==> src/rtl/rbm_regfile_axil.sv <==
// rbm_regfile_axil -- AXI4-Lite control/status register file for the RBM
// accelerator and trainer.
//
// Register map (byte addresses, word aligned):
//   0x00 CONTROL    bit0 START (write-1 pulse), bit1 SOFT_RST (write-1 pulse),
//                   [15:8] mode (RW); bits 1:0 read back as 0
//   0x04 STATUS     RO: bit0 busy, bit1 err, bit2 START_DROPPED (sticky)
//   0x08 INT_EN     RW, bits [N_IRQ-1:0]
//   0x0C INT_STATUS W1C, bits [N_IRQ-1:0], set by irq_src pulses
//   0x10 VERSION    RO
//   0x40+4k CFG k   RW, k = 0..N_CFG-1
//   Unmapped addresses answer SLVERR with no side effect.
//
// Ports:
//   clk, rst            single clock, synchronous active-high reset
//   s_aw*/s_w*/s_b*     AXI4-Lite write channels (one outstanding write)
//   s_ar*/s_r*          AXI4-Lite read channels
//   start_pulse         one-cycle START command (suppressed while stat_busy)
//   soft_rst_pulse      one-cycle soft reset command
//   ctrl_mode           CONTROL[15:8]
//   cfg_q               config registers, reg k at [32k+31:32k]
//   stat_busy, stat_err datapath status levels
//   irq_src             one-cycle interrupt event pulses
//   irq                 registered level interrupt |(INT_STATUS & INT_EN)
//
// Build option: define RBM_REGFILE_SHADOW_EN to stage CFG writes; cfg_q then
// loads from the staging bank only on the edge that issues start_pulse.
module rbm_regfile_axil #(
  parameter int unsigned ADDR_W  = 8,
  parameter int unsigned N_CFG   = 16,
  parameter int unsigned N_IRQ   = 3,
  parameter logic [31:0] VERSION = 32'h0002_0000
) (
  input  logic                 clk,
  input  logic                 rst,
  input  logic [ADDR_W-1:0]    s_awaddr,
  input  logic                 s_awvalid,
  output logic                 s_awready,
  input  logic [31:0]          s_wdata,
  input  logic [3:0]           s_wstrb,
  input  logic                 s_wvalid,
  output logic                 s_wready,
  output logic [1:0]           s_bresp,
  output logic                 s_bvalid,
  input  logic                 s_bready,
  input  logic [ADDR_W-1:0]    s_araddr,
  input  logic                 s_arvalid,
  output logic                 s_arready,
  output logic [31:0]          s_rdata,
  output logic [1:0]           s_rresp,
  output logic                 s_rvalid,
  input  logic                 s_rready,
  output logic                 start_pulse,
  output logic                 soft_rst_pulse,
  output logic [7:0]           ctrl_mode,
  output logic [32*N_CFG-1:0]  cfg_q,
  input  logic                 stat_busy,
  input  logic                 stat_err,
  input  logic [N_IRQ-1:0]     irq_src,
  output logic                 irq
);

  typedef enum logic [2:0] {
    SEL_CTRL, SEL_STAT, SEL_INTEN, SEL_INTST, SEL_VER, SEL_CFG, SEL_BAD
  } sel_e;

  function automatic sel_e decode(input logic [ADDR_W-1:0] addr);
    logic [31:0] a;
    a = 32'(addr);
    if (a[1:0] != 2'b00) begin
      return SEL_BAD;
    end else begin
      case (a)
        32'h00:  return SEL_CTRL;
        32'h04:  return SEL_STAT;
        32'h08:  return SEL_INTEN;
        32'h0C:  return SEL_INTST;
        32'h10:  return SEL_VER;
        default: return ((a >= 32'h40) && (((a - 32'h40) >> 2) < N_CFG)) ? SEL_CFG : SEL_BAD;
      endcase
    end
  endfunction

  function automatic logic [31:0] cfg_index(input logic [ADDR_W-1:0] addr);
    return (32'(addr) - 32'h40) >> 2;
  endfunction

  function automatic logic [31:0] strb_mask(input logic [3:0] strb);
    return {{8{strb[3]}}, {8{strb[2]}}, {8{strb[1]}}, {8{strb[0]}}};
  endfunction

  // channel state
  logic              init_q;
  logic              aw_held_q, w_held_q, bvalid_q, rvalid_q;
  logic [ADDR_W-1:0] aw_addr_q;
  logic [31:0]       w_data_q, rdata_q;
  logic [3:0]        w_strb_q;
  logic [1:0]        bresp_q, rresp_q;
  // architectural registers
  logic [7:0]             mode_q, mode_d;
  logic [N_IRQ-1:0]       int_en_q, int_en_d, int_st_q, int_st_d, clr_s;
  logic                   dropped_q, dropped_d;
  logic                   start_q, soft_q, irq_q;
  logic [N_CFG-1:0][31:0] cfg_reg_q, cfg_d;
  // combinational helpers
  logic        commit_s, start_req_s, start_s, soft_s;
  sel_e        wr_sel_s, rd_sel_s;
  logic [31:0] wr_idx_s, rd_idx_s, wmask_s, rd_data_s;
  logic [1:0]  rd_resp_s;

  // readies are held low until the first edge after reset has released
  assign s_awready      = init_q & ~aw_held_q & ~bvalid_q;
  assign s_wready       = init_q & ~w_held_q & ~bvalid_q;
  assign s_arready      = init_q & ~rvalid_q;
  assign s_bvalid       = bvalid_q;
  assign s_bresp        = bresp_q;
  assign s_rvalid       = rvalid_q;
  assign s_rdata        = rdata_q;
  assign s_rresp        = rresp_q;
  assign start_pulse    = start_q;
  assign soft_rst_pulse = soft_q;
  assign ctrl_mode      = mode_q;
  assign irq            = irq_q;

  // Write decode: register next-state once both AW and W are held
  always_comb begin
    commit_s    = aw_held_q & w_held_q;
    wr_sel_s    = decode(aw_addr_q);
    wr_idx_s    = cfg_index(aw_addr_q);
    wmask_s     = strb_mask(w_strb_q);
    mode_d      = mode_q;
    int_en_d    = int_en_q;
    cfg_d       = cfg_reg_q;
    clr_s       = '0;
    start_req_s = 1'b0;
    soft_s      = 1'b0;
    if (commit_s) begin
      case (wr_sel_s)
        SEL_CTRL: begin
          if (w_strb_q[1]) mode_d = w_data_q[15:8];
          else             mode_d = mode_q;
          // both command bits live in byte 0, so they need its strobe
          start_req_s = w_strb_q[0] & w_data_q[0];
          soft_s      = w_strb_q[0] & w_data_q[1];
        end
        SEL_INTEN: int_en_d = (int_en_q & ~wmask_s[N_IRQ-1:0]) |
                              (w_data_q[N_IRQ-1:0] & wmask_s[N_IRQ-1:0]);
        SEL_INTST: clr_s = w_data_q[N_IRQ-1:0] & wmask_s[N_IRQ-1:0];
        SEL_CFG: begin
          for (int k = 0; k < int'(N_CFG); k++) begin
            if (wr_idx_s == 32'(k)) cfg_d[k] = (cfg_reg_q[k] & ~wmask_s) | (w_data_q & wmask_s);
          end
        end
        default: ; // RO and unmapped: no side effect
      endcase
    end else begin
      mode_d = mode_q;
    end
    start_s = start_req_s & ~stat_busy;
    // a new event in the same cycle as a clear takes precedence
    int_st_d = (soft_s ? '0 : (int_st_q & ~clr_s)) | irq_src;
    if (start_req_s)  dropped_d = stat_busy;
    else if (soft_s)  dropped_d = 1'b0;
    else              dropped_d = dropped_q;
  end

  // Read mux, sampled into the R registers on the AR handshake
  always_comb begin
    rd_sel_s  = decode(s_araddr);
    rd_idx_s  = cfg_index(s_araddr);
    rd_data_s = 32'h0;
    rd_resp_s = 2'b00;
    case (rd_sel_s)
      SEL_CTRL:  rd_data_s = {16'h0, mode_q, 8'h0};
      SEL_STAT:  rd_data_s = {29'h0, dropped_q, stat_err, stat_busy};
      SEL_INTEN: rd_data_s = 32'(int_en_q);
      SEL_INTST: rd_data_s = 32'(int_st_q);
      SEL_VER:   rd_data_s = VERSION;
      SEL_CFG: begin
        for (int k = 0; k < int'(N_CFG); k++) begin
          if (rd_idx_s == 32'(k)) rd_data_s = cfg_reg_q[k];
        end
      end
      default:   rd_resp_s = 2'b10;
    endcase
  end

  // AXI channel state: AW/W holding, B and R response registers
  always_ff @(posedge clk) begin
    if (rst) begin
      init_q    <= 1'b0;
      aw_held_q <= 1'b0;
      w_held_q  <= 1'b0;
      aw_addr_q <= '0;
      w_data_q  <= 32'h0;
      w_strb_q  <= 4'h0;
      bvalid_q  <= 1'b0;
      bresp_q   <= 2'b00;
      rvalid_q  <= 1'b0;
      rdata_q   <= 32'h0;
      rresp_q   <= 2'b00;
    end else begin
      init_q <= 1'b1;
      if (s_awvalid && s_awready) begin
        aw_held_q <= 1'b1;
        aw_addr_q <= s_awaddr;
      end
      if (s_wvalid && s_wready) begin
        w_held_q <= 1'b1;
        w_data_q <= s_wdata;
        w_strb_q <= s_wstrb;
      end
      if (commit_s) begin
        aw_held_q <= 1'b0;
        w_held_q  <= 1'b0;
        bvalid_q  <= 1'b1;
        bresp_q   <= (wr_sel_s == SEL_BAD) ? 2'b10 : 2'b00;
      end else if (bvalid_q && s_bready) begin
        bvalid_q <= 1'b0;
      end
      if (s_arvalid && s_arready) begin
        rvalid_q <= 1'b1;
        rdata_q  <= rd_data_s;
        rresp_q  <= rd_resp_s;
      end else if (rvalid_q && s_rready) begin
        rvalid_q <= 1'b0;
      end
    end
  end

  // Register bank, command pulses and interrupt output
  always_ff @(posedge clk) begin
    if (rst) begin
      mode_q    <= 8'h0;
      int_en_q  <= '0;
      int_st_q  <= '0;
      dropped_q <= 1'b0;
      start_q   <= 1'b0;
      soft_q    <= 1'b0;
      irq_q     <= 1'b0;
      cfg_reg_q <= '0;
    end else begin
      mode_q    <= mode_d;
      int_en_q  <= int_en_d;
      int_st_q  <= int_st_d;
      dropped_q <= dropped_d;
      start_q   <= start_s;
      soft_q    <= soft_s;
      irq_q     <= |(int_st_q & int_en_q);
      cfg_reg_q <= cfg_d;
    end
  end

`ifdef RBM_REGFILE_SHADOW_EN
  logic [N_CFG-1:0][31:0] cfg_out_q;

  // Live bank: loads from staging only when a START is actually issued
  always_ff @(posedge clk) begin
    if (rst)          cfg_out_q <= '0;
    else if (start_s) cfg_out_q <= cfg_reg_q;
    else              cfg_out_q <= cfg_out_q;
  end

  assign cfg_q = cfg_out_q;
`else
  assign cfg_q = cfg_reg_q;
`endif

endmodule

==> config.mk <==
export PLATFORM = sky130hd
export DESIGN_NAME = rbm_regfile_axil
export DESIGN_NICKNAME = d
export VERILOG_FILES = /design/src/rtl/rbm_regfile_axil.sv
export SDC_FILE = /design/constraint.sdc
export NUM_CORES = 2
export LEC_CHECK = 0
export ABC_AREA = 1
export CAP_MARGIN = 20
export CORE_MARGIN = 2
export CORE_UTILIZATION = 45
export DETAILED_ROUTE_END_ITERATION = 6
export GPL_TIMING_DRIVEN = 0
export HOLD_SLACK_MARGIN = 0.03
export MAX_ROUTING_LAYER = met4
export PLACE_DENSITY = 0.8
export SYNTH_ARGS = -nofsm -noshare
export SYNTH_HDL_FRONTEND = slang
export SYNTH_SLANG_ARGS = --single-unit
==> constraint.sdc <==
create_clock -name clk -period 2.98 [get_ports clk]
set_input_delay 0.447 -clock clk [delete_from_list [all_inputs] [get_ports clk]]
set_output_delay 0.447 -clock clk [all_outputs]
set_load 0.05 [all_outputs]
After elaboration in Yosys (flattened, before gate mapping):

Cells that the tools add are included.

* input bits: 64
* flip-flop bits (word level): 615

* reduce and logical (&&, ||, !) cells: 39
* multiplexer cells: 39
* bitwise operators: 56
* order comparisons: 4
* add/subtract/negate cells: 2
* equal/unequal tests: 47

Operators by type and width (count)
* $and 32x32->32: 17
* $mux 32: 16
* $or 32x32->32: 16
* $eq 30x4->1 const B: 16
* $eq 30x3->1 const B: 8
* $pmux 32 s6: 1
* $eq 30x2->1 const B: 4
* $logic_not 32->1: 2
* $eq 30x1->1 const B: 2
* $lt 30x5->1 const B: 2
* $reduce_and 3->1: 17
* $eq 8x4->1 const B: 4
* $not 32->32: 1
* $pmux 3 s5: 2
* $sub 8x7->9 const B: 2
* $eq 8x3->1 const B: 2
* $eq 8x5->1 const B: 2
* $ge 8x7->1 const B: 2
* $logic_not 8->1: 2
* $mux 3: 5
* $and 3x3->3: 4
* $eq 3x2->1 const B: 4
* $eq 3x3->1 const B: 4
* $mux 1: 11
* other kinds (13): 41

Depth between registers and ports, before layout:

* word-level depth: 19
* gate-level depth with buffers: 18
* mapped depth without buffers: 18

Least setup slack after synthesis:

Ideal clock, no wire load.

* path type: reg2reg
* start point: reg bvalid_q (netlist: s_bvalid)
* end point: reg w_data_q[28]
* path slack: 294 ps
* stages on the path, launching flop included: 6
* data arrival time: 2558 ps
* period minus slack after synthesis: 2686 ps
* setup time: 128 ps
* path through: dfxtp_1 > nor3_1 > nand2_1 > clkbuf_1 > o21ai_0 > a21oi_1

* longest elaborated chain between the ends: 3

Ends and longest elaborated chain
* from (decl): line 94 `logic aw_held_q, w_held_q, bvalid_q, rvalid_q;`
* from (signal assigned): line 197 `bvalid_q <= 1'b0;`
* from (signal assigned): line 216 `bvalid_q <= 1'b1;`
* from (signal assigned): line 219 `bvalid_q <= 1'b0;`
* $not 1->1: line 113 `assign s_wready = init_q & ~w_held_q & ~bvalid_q;`
* $and 1x1->1: line 113
* via s_wready: line 42 `output logic s_wready,`
* $logic_and 1x1->1: line 208 `if (s_wvalid && s_wready) begin`
* to (signal assigned): line 210 `w_data_q <= s_wdata;`
* to (decl): line 96 `logic [31:0] w_data_q, rdata_q;`

The timed path passes the listed nets, and every way through them passes these cells.
A chain may end at the register's enable or synchronous reset.

Final worst setup path:

* start point: in s_araddr[4]
* end point: reg rdata_q[31] (netlist: s_rdata[31])

* longest elaborated chain between the ends: 19

Ends and longest elaborated chain
* from (decl): line 46 `input logic [ADDR_W-1:0] s_araddr,`
* $sub 8x7->9: line 79, 85
* $logic_not 32->1: line 181 `if (rd_idx_s == 32'(k)) rd_data_s = cfg_reg_q[k];`
* $mux 32 (16 in a row): line 181
* $pmux 32 s6 (*): line 173 `case (rd_sel_s)`
* to (signal assigned): line 223 `rdata_q <= rd_data_s;`
* to (decl): line 96

Every way passes the cells marked *; elsewhere a longest branch is shown, timed or not.

==> out/results.ini <==
[run_status]
outcome = finished, violations left
failed_checks = DRC, setup timing

[global_routing]
grt_pass1_vias = 27150
grt_max_degree = 15
grt_usage_pct = 43.66
grt-ovfl-total = 0
antenna_found_initial = 3
grt_first_pass_wirelength_um = 184300

[timing]
finalCriticalPeriod_ns = 3.017
hold_viol = 0
skew_ns = 0.02387
slew_viol_final = 0
tightest_slew_ns = 1.294
tns_ns = -0.03685
fin_ws_ns = -0.03685
finalCritPeriodShare_pct = 101.2
hold_slack_ns = 0.4281
rsz0062_at_grt = true
setup_viol = 1
slew_headroom_pct = 13.71
max_freq_ghz = 0.3315

[power]
switching_share_pct = 25.14
clkPwrFrac_pct = 47.9
p_int_mw = 13.57
p_leak_nw = 12.88
combPwrFrac_pct = 6.1
powerDensity_mw_per_mm2 = 502.5
ir_worst_vdd_mv = 0.4024
p_seq_share_pct = 45.9
net-switching-power_mw = 4.558

[critical_path]
worstPathRequired_ns = 3.44
cp_max_fo = 10
cp.arrival_ns = 3.48
end_kind = flop
worst-setup-path-type = in2reg
cp-start-kind = primary input

[layout]
area_growth_pct = 38.43
final_core_util_pct = 62.78
drive_gt1_share_pct = 6.804
multi_input_area_mm2 = 0.01106
fin_area_mm2 = 0.03608
fill_cells = 5370
seqCellArea_mm2 = 0.01227
nNetsFinal = 4400

[synth]
yosys.area.top_type_share_pct = 47.08
ys_ff_latch = 613
ys_types = 38
ys_seq_area_share_pct = 47.08
yosysWarningCount = 0
syn_inst = 3619
post-synth-top-area-cell = dfxtp_1
netlist_area_mm2 = 0.02606
avgSynthCellArea_um2 = 7.202
synth_area_leaders = dfxtp_1 (47%), a21oi_1 (10%), o21ai_0 (8.6%), inv_1 (7.6%), nand2_1 (7.3%)

[floorplanning]
die_area_mm2 = 0.05986
die_y_um = 244.7
core-area_mm2 = 0.05748
dieWidth_um = 244.7
io_pins = 628
initial_core_util_pct = 45.35
row_count = 88

[run]
drv_cap = 0

[detailed_routing]
dr_total_vias = 29860
via_per_inst = 5.800
drc = 5
drt-pass1-iter-count = 7
drt_first_iter_violations = 3980
routed_wl_um = 133100
detail-route-antenna-nets = 0
wl_per_cell_um = 25.85

[clock_network]
insertion_delay_ns = 0.62
cts_tree = yes
cts_root_buf = clkbuf_16
cts_buffers = 68
cts_sinks = 613
ctsHoldBuffers = 0
cts.path.max_buffers = 3
htree_levels = 3
cts.clk_slew.worst_paths_ns = 0.06

[place]
io_buffers = 624
dp_hpwl_um = 106100
placed_area_mm2 = 0.03329
gp_congestion = 1.046

[worst_hold_path]
hp-class = in2reg

[worst paths after layout]
kind | endpoint | depth (start not counted) | slack (ns) | from
min | int_st_q[0] | 3 | 0.43 | irq_src[0]
min reg2reg | flop | 2 | 0.46 | flop
max reg2reg | flop | 12 | 0.05 | aw_addr_q[6]
max | s_rdata[31] | 13 | -0.04 | s_araddr[4]
[metrics by stage]
step	power [mW]	setup WS, ns	std cells
after floorplan	8.991	0.2938	3620
after global placement	9.527	-1.999	5009
after detailed placement	9.529	-1.950	5011
after CTS	17.97	-0.1530	5130
after global routing	18.43	-0.1005	5148
final	18.13	-0.03685	5148
[area by class of cell]
cell class,instances,area share [%]
flip-flops and latches,613,34.01
multi-input cells,2233,30.65
repair buffers,649,17.97
inverters,537,5.625
clock buffers,95,5.507
plain buffers,234,2.906
well taps,765,2.653
clock inverters,19,0.6589
diodes,3,0.02081
[logic make-up after synthesis]
family	Yosys count	share of synthesized area (%)
AO/OA/AOI/OAI	1161	23.91
flip-flops	613	47.08
AND/OR/NAND/NOR	1070	17.49
other	1	0.01439
buffers and inverters	774	11.51
[what timing repair did]
item / in CTS / in global routing
resized for setup: 59 / 102
pin swaps: 3 / 12
setup endpoints to repair: 53 / 322
buffers inserted: 5 / 17
[synth_stat cells (all sizes together)]
| master | count |
|---|---|
| a41oi | 1 |
| a211oi | 147 |
| nand3b | 6 |
| nand3 | 52 |
| o21ai | 455 |
| nor4 | 8 |
| inv | 536 |
| and2 | 1 |
| o221ai | 1 |
| clkinv | 1 |
| o21bai | 1 |
| o211ai | 1 |
| clkbuf | 191 |
| dfxtp | 613 |
| o2111ai | 1 |
| buf | 46 |
| or2 | 8 |
| nor2 | 356 |
| conb | 1 |
| nor3 | 51 |
| o22ai | 22 |
| o211a | 1 |
| nand2 | 508 |
| a21oi | 531 |
| nand4 | 80 |
[per-layer routing]
| metal | wire length, um | global-route usage (%) | vias to the layer above | share of wire (%) |
|---|---|---|---|---|
| met5 | 0 | - | - | 0 |
| met2 | 59030 | 67.29 | 2073 | 44 |
| met1 | 49150 | 52.36 | 13910 | 37 |
| met4 | 9295 | 24.96 | 0 | 7.0 |
| met3 | 15580 | 10.28 | 523 | 12 |
| li1 | - | - | 13350 | - |
[power groups by stage]
stage | clock [mW] | combinational, mW | sequential, mW
after global routing | 8.95 | 1.15 | 8.33
after global placement | 0 | 1.02 | 8.51
final | 8.69 | 1.11 | 8.33
after floorplan | 0 | 0.516 | 8.48
after CTS | 8.60 | 1.04 | 8.33
after detailed placement | 0 | 1.02 | 8.51
[worst max-delay path: stages]
cell and delay (ns):
dlymetal6s2s_1 0.32, inv_1 0.13, nor2_2 0.36, inv_1 0.25, nor2_4 0.24, clkinvlp_4 0.26, buf_4 0.28, o21ai_1 0.22
nand4_1 0.15, o21ai_0 0.13, nand4_1 0.30, nand2_2 0.28, a21oi_1 0.09
[layout by cell type (no fill, tap or decap), drive strengths merged]
cell           count
nand3b             6
diode              3
o21bai             1
clkinv            11
o2111ai            1
nor2             356
clkinvlp           4
dfxtp            613
conb               2
o211ai             1
nand3             52
a21oi            531
nor3              51
o211a              1
clkdlybuf4s50    618
o21ai            455
dlymetal6s2s       6
bufinv             5
or2                8
nand2            508
buf               75
o22ai             22
clkbuf           279
and2               1
nand4             80
o221ai             1
inv              536
nor4               8
a41oi              1
a211oi           147
No activity file was read; power rests on OpenSTA's default activity.
